===== src/rtl/ysyx_24110015_csr_file.sv =====
// Machine-mode CSR file: access port (CSRRW/RS/RC), trap entry and mret sequencing.
// Optional 64-bit mcycle/minstret counters under `YSYX_24110015_CSR_COUNTERS_EN.
module ysyx_24110015_csr_file #(
   parameter int                MSTATUS_RST_W = 32,
   parameter int                XLEN          = 32,
   parameter logic [XLEN-1:0]   MSTATUS_RST   = 32'h00001800,
   parameter logic [XLEN-1:0]   MVENDORID     = 32'h79737978,
   parameter logic [XLEN-1:0]   MARCHID       = 32'd24110015
) (
   input  logic            clk,
   input  logic            rst,
   input  logic            csr_valid,
   input  logic [11:0]     csr_addr,
   input  logic [1:0]      csr_op,
   input  logic            csr_wen,
   input  logic [XLEN-1:0] csr_wdata,
   output logic [XLEN-1:0] csr_rdata,
   output logic            csr_illegal,
   input  logic            trap_valid,
   input  logic [XLEN-1:0] trap_pc,
   input  logic [XLEN-1:0] trap_cause,
   input  logic            mret_valid,
   input  logic            instret_inc,
   output logic [XLEN-1:0] trap_target,
   output logic [XLEN-1:0] mret_target,
   output logic            mie_out
);

   localparam logic [11:0] A_MSTATUS   = 12'h300;
   localparam logic [11:0] A_MTVEC     = 12'h305;
   localparam logic [11:0] A_MEPC      = 12'h341;
   localparam logic [11:0] A_MCAUSE    = 12'h342;
   localparam logic [11:0] A_MVENDORID = 12'hF11;
   localparam logic [11:0] A_MARCHID   = 12'hF12;
   localparam logic [11:0] A_MCYCLE    = 12'hB00;
   localparam logic [11:0] A_MCYCLEH   = 12'hB80;
   localparam logic [11:0] A_MINSTRET  = 12'hB02;
   localparam logic [11:0] A_MINSTRETH = 12'hB82;
   localparam logic [XLEN-1:0] ALIGN_MASK = {{(XLEN-2){1'b1}}, 2'b00};

   function automatic logic [XLEN-1:0] csr_wdata_calc(input logic [1:0] op,
                                                      input logic [XLEN-1:0] old,
                                                      input logic [XLEN-1:0] src);
      case (op)
         2'b01:   return src;
         2'b10:   return old | src;
         2'b11:   return old & ~src;
         default: return old;
      endcase
   endfunction

   logic            mie, mpie;
   logic [XLEN-1:0] mtvec, mepc, mcause;
   logic [XLEN-1:0] mstatus_val;
   logic            impl;
   logic [XLEN-1:0] old_val;
   logic [XLEN-1:0] new_val;
   logic            wr_req, wr_en;

`ifdef YSYX_24110015_CSR_COUNTERS_EN
   logic [2*XLEN-1:0] mcycle, minstret;
`else
   logic unused_instret;
   assign unused_instret = instret_inc;
`endif

   // Only MIE/MPIE are stored; MPP is hardwired to machine mode.
   always_comb begin
      mstatus_val        = '0;
      mstatus_val[12:11] = 2'b11;
      mstatus_val[7]     = mpie;
      mstatus_val[3]     = mie;
   end

   always_comb begin
      impl    = 1'b1;
      old_val = '0;
      case (csr_addr)
         A_MSTATUS:   old_val = mstatus_val;
         A_MTVEC:     old_val = mtvec;
         A_MEPC:      old_val = mepc;
         A_MCAUSE:    old_val = mcause;
         A_MVENDORID: old_val = MVENDORID;
         A_MARCHID:   old_val = MARCHID;
`ifdef YSYX_24110015_CSR_COUNTERS_EN
         A_MCYCLE:    old_val = mcycle[XLEN-1:0];
         A_MCYCLEH:   old_val = mcycle[2*XLEN-1:XLEN];
         A_MINSTRET:  old_val = minstret[XLEN-1:0];
         A_MINSTRETH: old_val = minstret[2*XLEN-1:XLEN];
`endif
         default:     impl = 1'b0;
      endcase
   end

   assign csr_illegal = csr_valid & (~impl | (csr_wen & (csr_addr[11:10] == 2'b11)));
   assign csr_rdata   = (csr_valid & impl) ? old_val : '0;
   assign new_val     = csr_wdata_calc(csr_op, old_val, csr_wdata);
   assign wr_req      = csr_valid & csr_wen & (csr_op != 2'b00) & ~csr_illegal;
   // Trap and mret both outrank the access port; a losing write is simply dropped.
   assign wr_en       = wr_req & ~trap_valid & ~mret_valid;

   assign trap_target = mtvec;
   assign mret_target = mepc;
   assign mie_out     = mie;

   always_ff @(posedge clk or negedge rst) begin
      if (!rst) begin
         mie    <= MSTATUS_RST[3];
         mpie   <= MSTATUS_RST[7];
         mtvec  <= '0;
         mepc   <= '0;
         mcause <= '0;
      end else if (trap_valid) begin
         mepc   <= trap_pc & ALIGN_MASK;
         mcause <= trap_cause;
         mpie   <= mie;
         mie    <= 1'b0;
      end else if (mret_valid) begin
         mie    <= mpie;
         mpie   <= 1'b1;
      end else if (wr_en) begin
         case (csr_addr)
            A_MSTATUS: begin
               mie  <= new_val[3];
               mpie <= new_val[7];
            end
            A_MTVEC:  mtvec  <= new_val & ALIGN_MASK;
            A_MEPC:   mepc   <= new_val & ALIGN_MASK;
            A_MCAUSE: mcause <= new_val;
            default:  ;
         endcase
      end
   end

`ifdef YSYX_24110015_CSR_COUNTERS_EN
   logic wr_cyc_lo, wr_cyc_hi, wr_ins_lo, wr_ins_hi;
   assign wr_cyc_lo = wr_en & (csr_addr == A_MCYCLE);
   assign wr_cyc_hi = wr_en & (csr_addr == A_MCYCLEH);
   assign wr_ins_lo = wr_en & (csr_addr == A_MINSTRET);
   assign wr_ins_hi = wr_en & (csr_addr == A_MINSTRETH);

   // A write to either half replaces it and skips that counter's increment this cycle.
   always_ff @(posedge clk or negedge rst) begin
      if (!rst) begin
         mcycle   <= '0;
         minstret <= '0;
      end else begin
         if (wr_cyc_lo)      mcycle[XLEN-1:0]        <= new_val;
         else if (wr_cyc_hi) mcycle[2*XLEN-1:XLEN]   <= new_val;
         else                mcycle                  <= mcycle + 1'b1;
         if (wr_ins_lo)        minstret[XLEN-1:0]      <= new_val;
         else if (wr_ins_hi)   minstret[2*XLEN-1:XLEN] <= new_val;
         else if (instret_inc) minstret                <= minstret + 1'b1;
      end
   end
`endif

endmodule


===== config.mk =====
export PLATFORM = sky130hd
export DESIGN_NAME = ysyx_24110015_csr_file
export DESIGN_NICKNAME = d
export VERILOG_FILES = /design/src/rtl/ysyx_24110015_csr_file.sv
export SDC_FILE = /design/constraint.sdc
export NUM_CORES = 1
export LEC_CHECK = 0
export BUFFER_PORTS_ARGS = -buffer_cell sky130_fd_sc_hd__buf_2
export CAP_MARGIN = 25
export CORE_ASPECT_RATIO = 1.2
export CORE_UTILIZATION = 50
export CTS_CLUSTER_DIAMETER = 30
export CTS_CLUSTER_SIZE = 12
export DETAILED_ROUTE_END_ITERATION = 10
export PLACE_DENSITY_LB_ADDON = 0.25
export SETUP_SLACK_MARGIN = 0.4
export SLEW_MARGIN = 20
export SYNTH_ARGS = -nofsm -noshare
export SYNTH_HDL_FRONTEND = slang
export SYNTH_SLANG_ARGS = --single-unit

===== constraint.sdc =====
create_clock -name clk -period 2.8 [get_ports clk]
set_clock_uncertainty 0.05 [all_clocks]
set_input_delay 0.28 -clock clk [delete_from_list [all_inputs] [get_ports clk]]
set_output_delay 0.28 -clock clk [all_outputs]
set_load 0.01 [all_outputs]

==> results.ini <==
[clocking]
numCtsBuffers=9
htreeDepth=3
cts-root-buf=clkbuf_16
clock_path_buffers=2
clock_sinks=94
cts.reportedPaths.clkPinSlew_ns=0.06
clkLatencyLatePin_ns=0.34
cts_tree=yes

[global_routing]
grt-ovfl-total=0
grt_pass1_vias=6372
grt_max_degree=58
grt_pass1_wl_microns=32800
grt_antenna_before_repair=3
use_met2_pct=56.0
use_met3_pct=7.69
grt_usage_pct=34.2
use_met1_pct=43.6
busiest_layer=met2

[synthesis]
synthTopCellsByArea=dfrtp_1 (38%), nand2_1 (6.9%), o21ai_0 (6.1%)
syn_inst=738
synth_flop_cell=dfrtp_1
synthesis.area_sq_mm=0.00616
ys_seq_elements=94
synth_common_cells=nand2_1 (113), dfrtp_1 (94), o21ai_0 (75), a21oi_1 (58), clkbuf_1 (49)
syn_area_per_cell_sq_um=8.34
synth_edf_count=0
synth.distinct_cells=63
ys_async_sr_fraction_pct=100
yosysMostFrequentCell=nand2_1
yosysTopAreaCellShare_pct=38.2
yosysWarningCount=0
ys_seq_area_share_pct=38.2
synth_top_cell_by_area=dfrtp_1

[sta]
grt_setup_unrepaired=true
slew_viol_final=0
max_freq_mhz=413
worst-slew-pin-transition_ns=0.673
setup_tns_ns=0
slew_headroom_pct=55.1
hold_viol_final=0
period_minus_slack_ns=2.42
setup_viol=0
fin_crit_sh_pct=86.5

[critical_path]
endpoint_kind=output port
rr_worst_depth=5
r2r_start=trap_target[29]$_DFFE_PN0P_
worstSetupStartpointType=primary input
crit_end=csr_rdata[11]
critPathMaxFanout=4
arrival_ns=2.09
cp-startpoint=csr_addr[4]
worst-endpoint-required_ns=2.47
critPathKind=in -> out
ff2ff_setup_slack_ns=0.93
crit-reg2reg-capture=mcause[29]$_DFFE_PN0P_

[cells_and_area]
finalNetCount=1059
drive_gt1_share_pct=31.7
final_cells=1110
syn2layout_area_growth_pct=29.9

[routing]
drtIter0Drc=565
dr_total_vias=6730
wl_per_cell_microns=19.5
drt_pass1_iterations=5
vias_per_cell=6.06
ant_nets=0
drc=0
drt_wl_total_microns=21700

[place]
place_congestion=0.913
dpl.hpwl_microns=14900
numPortBuffers=207
place_inst=1084

[die]
io_pins=215
initial_core_util_pct=51.1
dieArea_sq_mm=0.0128
rows=44
die_h_microns=124
core-area_sq_mm=0.0121
die_x_microns=103

[pwr]
irDropWorstVdd_mv=0.280
cellLeakagePower_nw=3.83
p_per_area_mw_per_mm2=416

[job]
maxCapViolCount=0

[min_path]
min_path_type=in -> reg

[status]
status=complete, no violations

## critical path: stages
cell and delay [ns]:
buf_8 0.10, or4_4 0.58, or4_4 0.57, a21oi_4 0.24
nor2_2 0.06, nor2_2 0.13, buf_6 0.12
## routing by layer
metal  share of wire, %  wire length (microns)
met5              0.074                     16
met1                 40                   8750
met4                2.8                    603
met3                9.2                   1990
met2                 48                  10300
## placed cells by master, fill, tap and decap left out, types with 16 or more instances in the layout
| cell type | synthesis | routed |
|---|---|---|
| o21ai_0 | 75 | 73 |
| dfrtp_1 | 94 | 94 |
| buf_4 | 6 | 47 |
| xnor2_1 | 20 | 20 |
| nor2_1 | 29 | 25 |
| nand2_1 | 113 | 112 |
| mux2i_1 | 18 | 18 |
| buf_2 | 10 | 202 |
| a21oi_1 | 58 | 58 |
| and3_1 | 46 | 46 |
| a22oi_1 | 16 | 16 |
## cell type report
type | instances | area, sq um
clock inverter | 4 | 45.0
timing repair buffer | 259 | 1520
sequential | 94 | 2350
multi-input combinational | 571 | 3600
tap | 161 | 201
fill | 1075 | 4060
inverter | 7 | 26.3
clock buffer | 12 | 256
antenna | 2 | 5.00
## cell families after synthesis
kind of cell,count (synthesis),share of synthesized area (%)
other cells,1,0.0609
xor+xnor,20,2.84
mux,20,3.29
buf+inv,76,5.47
simple gates,275,23.8
compound gates,252,26.4
flops,94,38.2
## sequential cells by signal, indices dropped and copies added (netlist names)
register,flops
mret_target,30
mie_out,1
trap_target,30
mcause,32
mpie,1
## through the flow
step / utilization [%] / cell area, sq um / hold WS [ns] / setup WS [ns] / total power [mW]
finish: 66.3 / 8000 / 0.0905 / 0.378 / 3.33
global route: 66.3 / 8000 / 0.100 / 0.342 / 3.47
CTS: 65.3 / 7870 / 0.0876 / 0.407 / 3.33
detailed placement: 62.3 / 7510 / 0.298 / 0.147 / 2.08
global placement: 62.3 / 7510 / 0.303 / 0.168 / 2.07
floorplan: - / 6180 / -0.0656 / 0.371 / 1.81
## where the power goes
group | switching [mW] | internal (mW) | leakage, nW
registers | 0.0548 | 1.44 | 1.19
logic | 0.335 | 0.247 | 2.49
clock network | 0.515 | 0.737 | 0.152
total | 0.904 | 2.42 | 3.83
## how the worst min path moves through the flow
stage                    from                          end  slack [ns]  cells past startpoint
3_3_place_gp              rst  trap_target[20]$_DFFE_PN0P_        0.30                      1
2_1_floorplan             rst        mcause[0]$_DFFE_PN0P_       -0.07                      0
6_report          trap_pc[13]  mret_target[13]$_DFFE_PN0P_        0.09                      3
5_1_grt        trap_cause[10]       mcause[10]$_DFFE_PN0P_        0.10                      3
4_1_cts           trap_pc[24]  mret_target[24]$_DFFE_PN0P_        0.09                      3
3_5_place_dp              rst  trap_target[27]$_DFFE_PN0P_        0.30                      1
## what timing repair did
action | in CTS | in global routing
setup buffers | 1 | 5
hold buffers | 1 | 0
endpoints found under the setup margin | 32 | 29
pin swaps | 2 | 8
gates cloned | 0 | 1
endpoints found under the hold margin | 48 | 0
resized for setup | 9 | 16
No activity file was read; power rests on OpenSTA's default activity.
